$ cat config.mk
export PLATFORM = sky130hd
export DESIGN_NAME = zigzag_row_assembler
export DESIGN_NICKNAME = d
export VERILOG_FILES = /design/src/rtl/idct_pkg.sv /design/src/rtl/zz_bank.sv /design/src/rtl/zigzag_row_assembler.sv
export SDC_FILE = /design/constraint.sdc
export NUM_CORES = 2
export LEC_CHECK = 0
export BUFFER_PORTS_ARGS = -buffer_cell sky130_fd_sc_hd__buf_2
export CORE_MARGIN = 4
export CORE_UTILIZATION = 45
export CTS_CLUSTER_SIZE = 8
export DETAILED_ROUTE_END_ITERATION = 10
export GPL_TIMING_DRIVEN = 0
export MAX_ROUTING_LAYER = met4
export SLEW_MARGIN = 20
export SYNTH_ARGS = -nofsm -noshare
export SYNTH_HDL_FRONTEND = slang
export SYNTH_HIERARCHICAL = 1
export SYNTH_SLANG_ARGS = --single-unit
$ cat constraint.sdc
create_clock -name clock -period 40.2 [get_ports clock]
set_clock_uncertainty 0.1 [all_clocks]
set_input_delay 4.02 -clock clock [delete_from_list [all_inputs] [get_ports clock]]
set_output_delay 4.02 -clock clock [all_outputs]
set_load 0.005 [all_outputs]
$ cat src/rtl/idct_pkg.sv
// Shared definitions for the IDCT front end.
//   COEF_W_DEF   : default coefficient width (two's complement)
//   bank_state_t : life cycle of one ping-pong bank
//   ZIGZAG       : scan index -> raster index (row*8 + col), JPEG/MPEG order
//   zz_raster()  : table lookup helper
package idct_pkg;

  localparam int COEF_W_DEF = 12;

  typedef enum logic [1:0] {
    BANK_EMPTY    = 2'd0,
    BANK_FILLING  = 2'd1,
    BANK_FULL     = 2'd2,
    BANK_DRAINING = 2'd3
  } bank_state_t;

  localparam logic [5:0] ZIGZAG [64] = '{
     0,  1,  8, 16,  9,  2,  3, 10,
    17, 24, 32, 25, 18, 11,  4,  5,
    12, 19, 26, 33, 40, 48, 41, 34,
    27, 20, 13,  6,  7, 14, 21, 28,
    35, 42, 49, 56, 57, 50, 43, 36,
    29, 22, 15, 23, 30, 37, 44, 51,
    58, 59, 52, 45, 38, 31, 39, 46,
    53, 60, 61, 54, 47, 55, 62, 63
  };

  function automatic logic [5:0] zz_raster(input logic [5:0] idx);
    return ZIGZAG[idx];
  endfunction

endpackage

$ cat src/rtl/zz_bank.sv
// One 64 x COEF_W coefficient bank, raster addressed.
//   clock, reset : clock and asynchronous active-high clear
//   clr          : synchronous clear of all 64 entries
//   we/waddr/wdata : single-entry write, raster address
//   row/rdata    : combinational read of one 8-entry row, column 0 at LSBs
module zz_bank
  import idct_pkg::*;
#(
  parameter int COEF_W = COEF_W_DEF
) (
  input  logic                     clock,
  input  logic                     reset,
  input  logic                     clr,
  input  logic                     we,
  input  logic [5:0]               waddr,
  input  logic signed [COEF_W-1:0] wdata,
  input  logic [2:0]               row,
  output logic [8*COEF_W-1:0]      rdata
);

  logic signed [COEF_W-1:0] mem [64];

  // Clearing on release is what provides the zero fill for an early
  // end-of-block: entries never written for the next block read back as 0.
  always_ff @(posedge clock or posedge reset) begin
    if (reset) begin
      for (int i = 0; i < 64; i++) mem[i] <= '0;
    end else if (clr) begin
      for (int i = 0; i < 64; i++) mem[i] <= '0;
    end else if (we) begin
      mem[waddr] <= wdata;
    end
  end

  always_comb begin
    rdata = '0;
    for (int c = 0; c < 8; c++) begin
      rdata[c*COEF_W +: COEF_W] = mem[{row, 3'(c)}];
    end
  end

endmodule

$ cat src/rtl/zigzag_row_assembler.sv
// Un-zigzags a stream of dequantised coefficients (one per beat, scan order)
// into 8x8 raster blocks and emits each block as 8 packed row beats.
// Two banks are used ping-pong so one block fills while the other drains.
//   clock, reset        : clock, asynchronous active-high reset
//   slave_tdata/tvalid/tlast/tready : coefficient input, tlast = end-of-block
//   master_tdata/tvalid/tready/tlast : row output, column c at [c*COEF_W +: COEF_W],
//                          tlast on row 7
//   err_tlast           : one-cycle pulse when a block hit 64 coefficients
//                          without tlast (block is still closed and emitted)
module zigzag_row_assembler
  import idct_pkg::*;
#(
  parameter int COEF_W = COEF_W_DEF
) (
  input  logic                     clock,
  input  logic                     reset,
  input  logic signed [COEF_W-1:0] slave_tdata,
  input  logic                     slave_tvalid,
  input  logic                     slave_tlast,
  output logic                     slave_tready,
  output logic [COEF_W*8-1:0]      master_tdata,
  output logic                     master_tvalid,
  input  logic                     master_tready,
  output logic                     master_tlast,
  output logic                     err_tlast
);

  bank_state_t state   [2];
  bank_state_t state_n [2];
  logic [5:0]  widx;
  logic        wbank;
  logic        rbank;
  logic [2:0]  row;
  logic        err_q;

  logic        wr_open;
  logic        accept;
  logic        close;
  logic        miss;
  logic        rd_valid;
  logic        take;
  logic        release_bank;

  logic [COEF_W*8-1:0] rdata [2];

  // Write side: the write bank only accepts while it is not holding a closed
  // block. Gating with reset keeps tready low for the whole reset interval.
  assign wr_open = (state[wbank] == BANK_EMPTY) || (state[wbank] == BANK_FILLING);
  assign slave_tready = wr_open && !reset;
  assign accept = slave_tvalid && slave_tready;
  assign close  = accept && (slave_tlast || (widx == 6'd63));
  assign miss   = accept && !slave_tlast && (widx == 6'd63);

  // Read side: a bank is presentable from the cycle after it closes.
  assign rd_valid     = (state[rbank] == BANK_FULL) || (state[rbank] == BANK_DRAINING);
  assign take         = rd_valid && master_tready;
  assign release_bank = take && (row == 3'd7);

  assign master_tvalid = rd_valid;
  assign master_tlast  = rd_valid && (row == 3'd7);
  assign master_tdata  = rd_valid ? rdata[rbank] : '0;
  assign err_tlast     = err_q;

  for (genvar b = 0; b < 2; b++) begin : g_bank
    zz_bank #(.COEF_W(COEF_W)) u_bank (
      .clock (clock),
      .reset (reset),
      .clr   (release_bank && (rbank == 1'(b))),
      .we    (accept && (wbank == 1'(b))),
      .waddr (zz_raster(widx)),
      .wdata (slave_tdata),
      .row   (row),
      .rdata (rdata[b])
    );
  end

  // Bank state machines. A write and a read can touch the same cycle only on
  // different banks: the writer needs EMPTY/FILLING, the reader FULL/DRAINING.
  always_comb begin
    state_n[0] = state[0];
    state_n[1] = state[1];
    if (accept) begin
      state_n[wbank] = close ? BANK_FULL : BANK_FILLING;
    end
    if (take) begin
      state_n[rbank] = (row == 3'd7) ? BANK_EMPTY : BANK_DRAINING;
    end
  end

  always_ff @(posedge clock or posedge reset) begin
    if (reset) begin
      state[0] <= BANK_EMPTY;
      state[1] <= BANK_EMPTY;
    end else begin
      state[0] <= state_n[0];
      state[1] <= state_n[1];
    end
  end

  // Pointers and the error pulse.
  always_ff @(posedge clock or posedge reset) begin
    if (reset) begin
      widx  <= '0;
      wbank <= 1'b0;
      rbank <= 1'b0;
      row   <= '0;
      err_q <= 1'b0;
    end else begin
      if (accept) begin
        widx <= close ? 6'd0 : widx + 6'd1;
      end
      if (close) begin
        wbank <= ~wbank;
      end
      if (take) begin
        row <= (row == 3'd7) ? 3'd0 : row + 3'd1;
      end
      if (release_bank) begin
        rbank <= ~rbank;
      end
      err_q <= miss;
    end
  end

endmodule

* Word level (Yosys, flattened, before mapping)
Memories as Yosys holds them, arrays and structs flattened. Cells that the tools add are included.
Word-level totals: register bits after elaboration 1552, latch bits 0, memory bits (writable) 0, bits in read-only memories 384, input bits 17, output and inout bits 100, word-level logic and storage cells 275, memories kept 1
Operators by class: add/sub/neg operators 2, $mul 0, divide/modulo/power cells 0, order comparisons 15, eq/ne operators 5, shift operators 0, mux-type cells 80, bitwise operators 14, reduce and logical (&&, ||, !) cells 23
Memories:
- (no name shown) | depth 64, width 6, read ports 1, clocked after memory_dff 0, write ports 0, RTL line idct_pkg.sv:29 | return ZIGZAG[idx];
Operator list (count):
- $mux W768 | 4
- $bwmux W768 | 2
- $bmux W12 S6 | 16
- $mux W12 | 33
- $mux W96 | 4
- $demux W12 S6 | 1
- $ge A7 B7 Y1 const B | 10
- $not A6 Y7 | 10
- $mux W2 | 10
- $mux W6 | 3
- $logic_and A1 B1 Y1 | 15
- $bwmux W4 | 2
- $mux W4 | 2
- $lt A7 B1 Y1 const B | 1
- $add A6 B1 Y6 const B | 1
- $eq A6 B6 Y1 const B | 1
- $demux W2 S1 | 2
- $eq A2 B2 Y1 const B | 2
- $ge A2 B2 Y1 const B | 2
- $lt A2 B1 Y1 const B | 2
- $not A1 Y2 | 2
- $reduce_bool A2 Y1 | 2
- $add A3 B1 Y3 const B | 1
- $eq A3 B3 Y1 const B | 1
- other kinds (6) | 10

* Depth between registers and ports, before layout
depth in word-level cells 14, depth in mapped cells 13, depth with buffers taken out 9

* Hierarchy
Netlist, hierarchy kept.
Modules (own cells, without submodules):
- zz_bank | times used 2, cells an instance 2988, area each 38923.6 um^2, seq. area each 19218.4 um^2
- zigzag_row_assembler | times used 1, cells an instance 385, area each 2869.0 um^2, seq. area each 350.3 um^2

* Worst setup path after synthesis
OpenSTA, ideal clock, no wires.
path type input-to-output, start point input reset, end point output slave_tready, arrival time 4.597 ns, required time 36.080 ns, setup slack 31.483 ns, stages on the path 2, path buffers 0, cell sequence inv_1 > o211a_1
On the way: word-level cells in the longest chain between the ends 2
RTL lines:
- start: declaration | RTL line zigzag_row_assembler.sv:16 | input logic reset,
- $logic_not A1 Y1 (no line)
- $logic_and A1 B1 Y1 | RTL line zigzag_row_assembler.sv:49 | assign slave_tready = wr_open && !reset;
- end: declaration | RTL line zigzag_row_assembler.sv:20 | output logic slave_tready,
No other way between the ends.

* Worst setup path in the final report
Ends and elaborated chain as after synthesis.

==> impl_metrics.toml <==
[outcome]
status = "completed"

[clock_network]
cts_hold_buf = 0
cts.sink_count = 1550
root_buffer = "clkbuf_16"
ctsResizeCount = 0
numCtsBuffers = 212
clk_latency_ps = 840
post_cts_buffers = 0
htreeDepth = 4
cts_tree = "yes"
clk_path_buf_depth = 3
clk_pin_slew_ps = 50

[global_routing]
track_usage_pct = 37.2
gr-total-overflow = 0
grt_first_pass_wirelength_um = 466000
grt_pass1_vias = 57639
grt_max_degree = 102
antenna_found_initial = 12

[yosys]
yosys.area.top_type = "dfrtp_1"
synthTopCellsByCount = "mux2i_1 (1635), nand2b_1 (1568), dfrtp_1 (1550), mux4_2 (385), clkbuf_1 (352)"
seq_area_frac_synth_pct = 48.1
synth.area.top_cells = "dfrtp_1 (48%), mux2i_1 (20%), nand2b_1 (12%)"
async_reset_ff_share_pct = 100
synth_warnings = 6
synth_area_sq_mm = 0.0807
synth_edf_count = 0
syn_inst = 6361
synth.top_cell.area_share_pct = 48.1
mappedNetlistNets = 6394
synth-seq-cells = 1550
synth_most_common_cell = "mux2i_1"
yosys_most_used_dff = "dfrtp_1"
syn_area_per_cell_sq_um = 12.7
ys_types = 58

[placement]
place.port_buffers = 116
place_area_sq_mm = 0.0867
gp_congestion = 0.936
dp_hpwl_um = 239000
pre_cts_slack_ps = 31020

[drt]
drt_iter0_markers = 6322
wire_per_inst_um = 36.8
wl_met3_um = 29900
num_vias = 56266
wirelength_um = 337000
met1_length_um = 129000
drt_first_pass_iters = 5
wl_met2_um = 148000
drc = 0
top_layer_used = "met4"
drt.antenna.violating_nets = 0
vias_per_cell = 6.14

[die]
die_h_um = 432
core.rowCount = 155
dieWidth_um = 432
initial_utilization_pct = 45.2
dieArea_sq_mm = 0.186
ios = 117
core_sq_mm = 0.178

[timing]
finalCritPeriodShare_pct = 22.8
setup_viol = 0
setup_ws_ps = 31030
hold_ws_ps = 438
finalHoldViolCount = 0
slew_headroom_pct = 12.2
fin_tns_setup_ps = 0
rsz0062_at_grt = "false"
finalMaxSlewViolations = 0
fmax_mhz = 109
fin_crit_ps = 9170
tightest_slew_ps = 1320

[cells_and_area]
nets = 6806
drive_above_1_share_pct = 20.5
fin_area_sq_mm = 0.0922
filler_cell_count = 15496
syn_to_final_growth_pct = 14.3

[critical_path]
worstSetupEndpointType = "primary output"
arrival_ps = 5050
cp.required_ps = 36080
startpoint_type = "input pin"
crit_path_max_fanout = 16
critPathKind = "input pin to primary output"

[pwr]
p_leak_uw = 0.0502
cellPowerDensity_mw_per_mm2 = 55.8
max-vdd-ir-drop_uv = 37.0

[worst_hold_path]
min_path_type = "flop to flop"

[run]
max_cap_viol_count = 0
==> through the flow <==
stage / instances / utilization (%) / total power, uW
5_1_grt: 9155 / 51.7 / 5300
3_5_place_dp: 8914 / 48.6 / 3510
6_report: 9159 / 51.7 / 5140
4_1_cts: 9147 / 51.7 / 5120
2_1_floorplan: 6361 / - / 2820
3_3_place_gp: 8832 / 47.2 / 3430
==> state kept, by name, indices dropped and copies added, names as in the netlist <==
register,count
widx,6
err_tlast,1
g_bank.u_bank/mem,1536
wbank,1
row,3
state,2
rbank,1
==> final cells by class <==
type | instances | area (sq um) | share of cell area [%]
Buffer | 636 | 2950 | 3.20
Sequential cell | 1550 | 38800 | 42.1
Antenna cell | 12 | 30.0 | 0.0326
Clock inverter | 13 | 128 | 0.138
Multi-Input combinational cell | 4163 | 39100 | 42.4
Inverter | 12 | 60.1 | 0.0651
Clock buffer | 220 | 5400 | 5.85
Timing Repair Buffer | 198 | 2780 | 3.01
Tap cell | 2355 | 2950 | 3.20
==> kinds of logic after synthesis <==
group,Yosys count,synth area share (%)
flip-flops,1550,48.1
buffers and inverters,648,3.53
AO/OA/AOI/OAI,56,0.487
XOR/XNOR,3,0.0326
multiplexers,2216,33.8
adder cells (fa/ha/maj),16,0.248
AND/OR/NAND/NOR,1872,13.9
==> worst max-delay path, stage by stage <==
cell     delay [ps]
buf_2           170
inv_1           500
o211a_1         250
buf_2           110
==> per-layer routing <==
layer | vias up | GRT usage [%]
li1 | 22754 | -
met1 | 29877 | 45.5
met2 | 2732 | 53.9
met3 | 903 | 9.67
met4 | 0 | 26.0
met5 | - | -
==> layout by cell type, fill, tap and decap left out, types with 4 or more instances in the layout <==
cell type  Yosys  routed
nand2_1      140     140
mux4_2       385     385
nand2b_1    1568    1568
nor4bb_1       6       6
inv_1         11       9
nor2_1       111     110
diode_2        0      12
nor2b_1        6       6
inv_6          0      10
clkbuf_16      0     215
o21ai_0       10      10
and4b_1        6       6
buf_2        220     351
dfrtp_1     1550    1550
nand3_1        4       4
ha_1          16      16
clkbuf_2       0     106
mux2_2       195     195
a21oi_1       15      14
buf_16         0      76
buf_4          7       7
mux2i_1     1635    1635
and3b_1        6       6
clkbuf_1     352     251
buf_1         42      27
buf_6         15      16
buf_12         0       4
==> worst paths after layout <==
path	slack [ps]	endpoint	cells past startpoint	start
worst min-delay path	440	g_bank[1].u_bank/mem[99]	2	g_bank[1].u_bank/mem[99]
worst min register to register	440	g_bank[1].u_bank/mem[99]	2	g_bank[1].u_bank/mem[99]
max in group asynchronous	34630	g_bank[1].u_bank/mem[363]	6	reset
worst max-delay path	31030	slave_tready	4	reset
worst max register to register	34890	g_bank[0].u_bank/mem[24]	13	widx[0]
min in group asynchronous	3130	g_bank[1].u_bank/mem[508]	2	reset
==> report_power, final <==
group	switching, uW	leakage (uW)	internal, uW
combinational	1040	0.0259	611
clock	676	0.00271	932
sequential	126	0.0215	1760
Note: power is estimated with default switching activity, not from simulation.
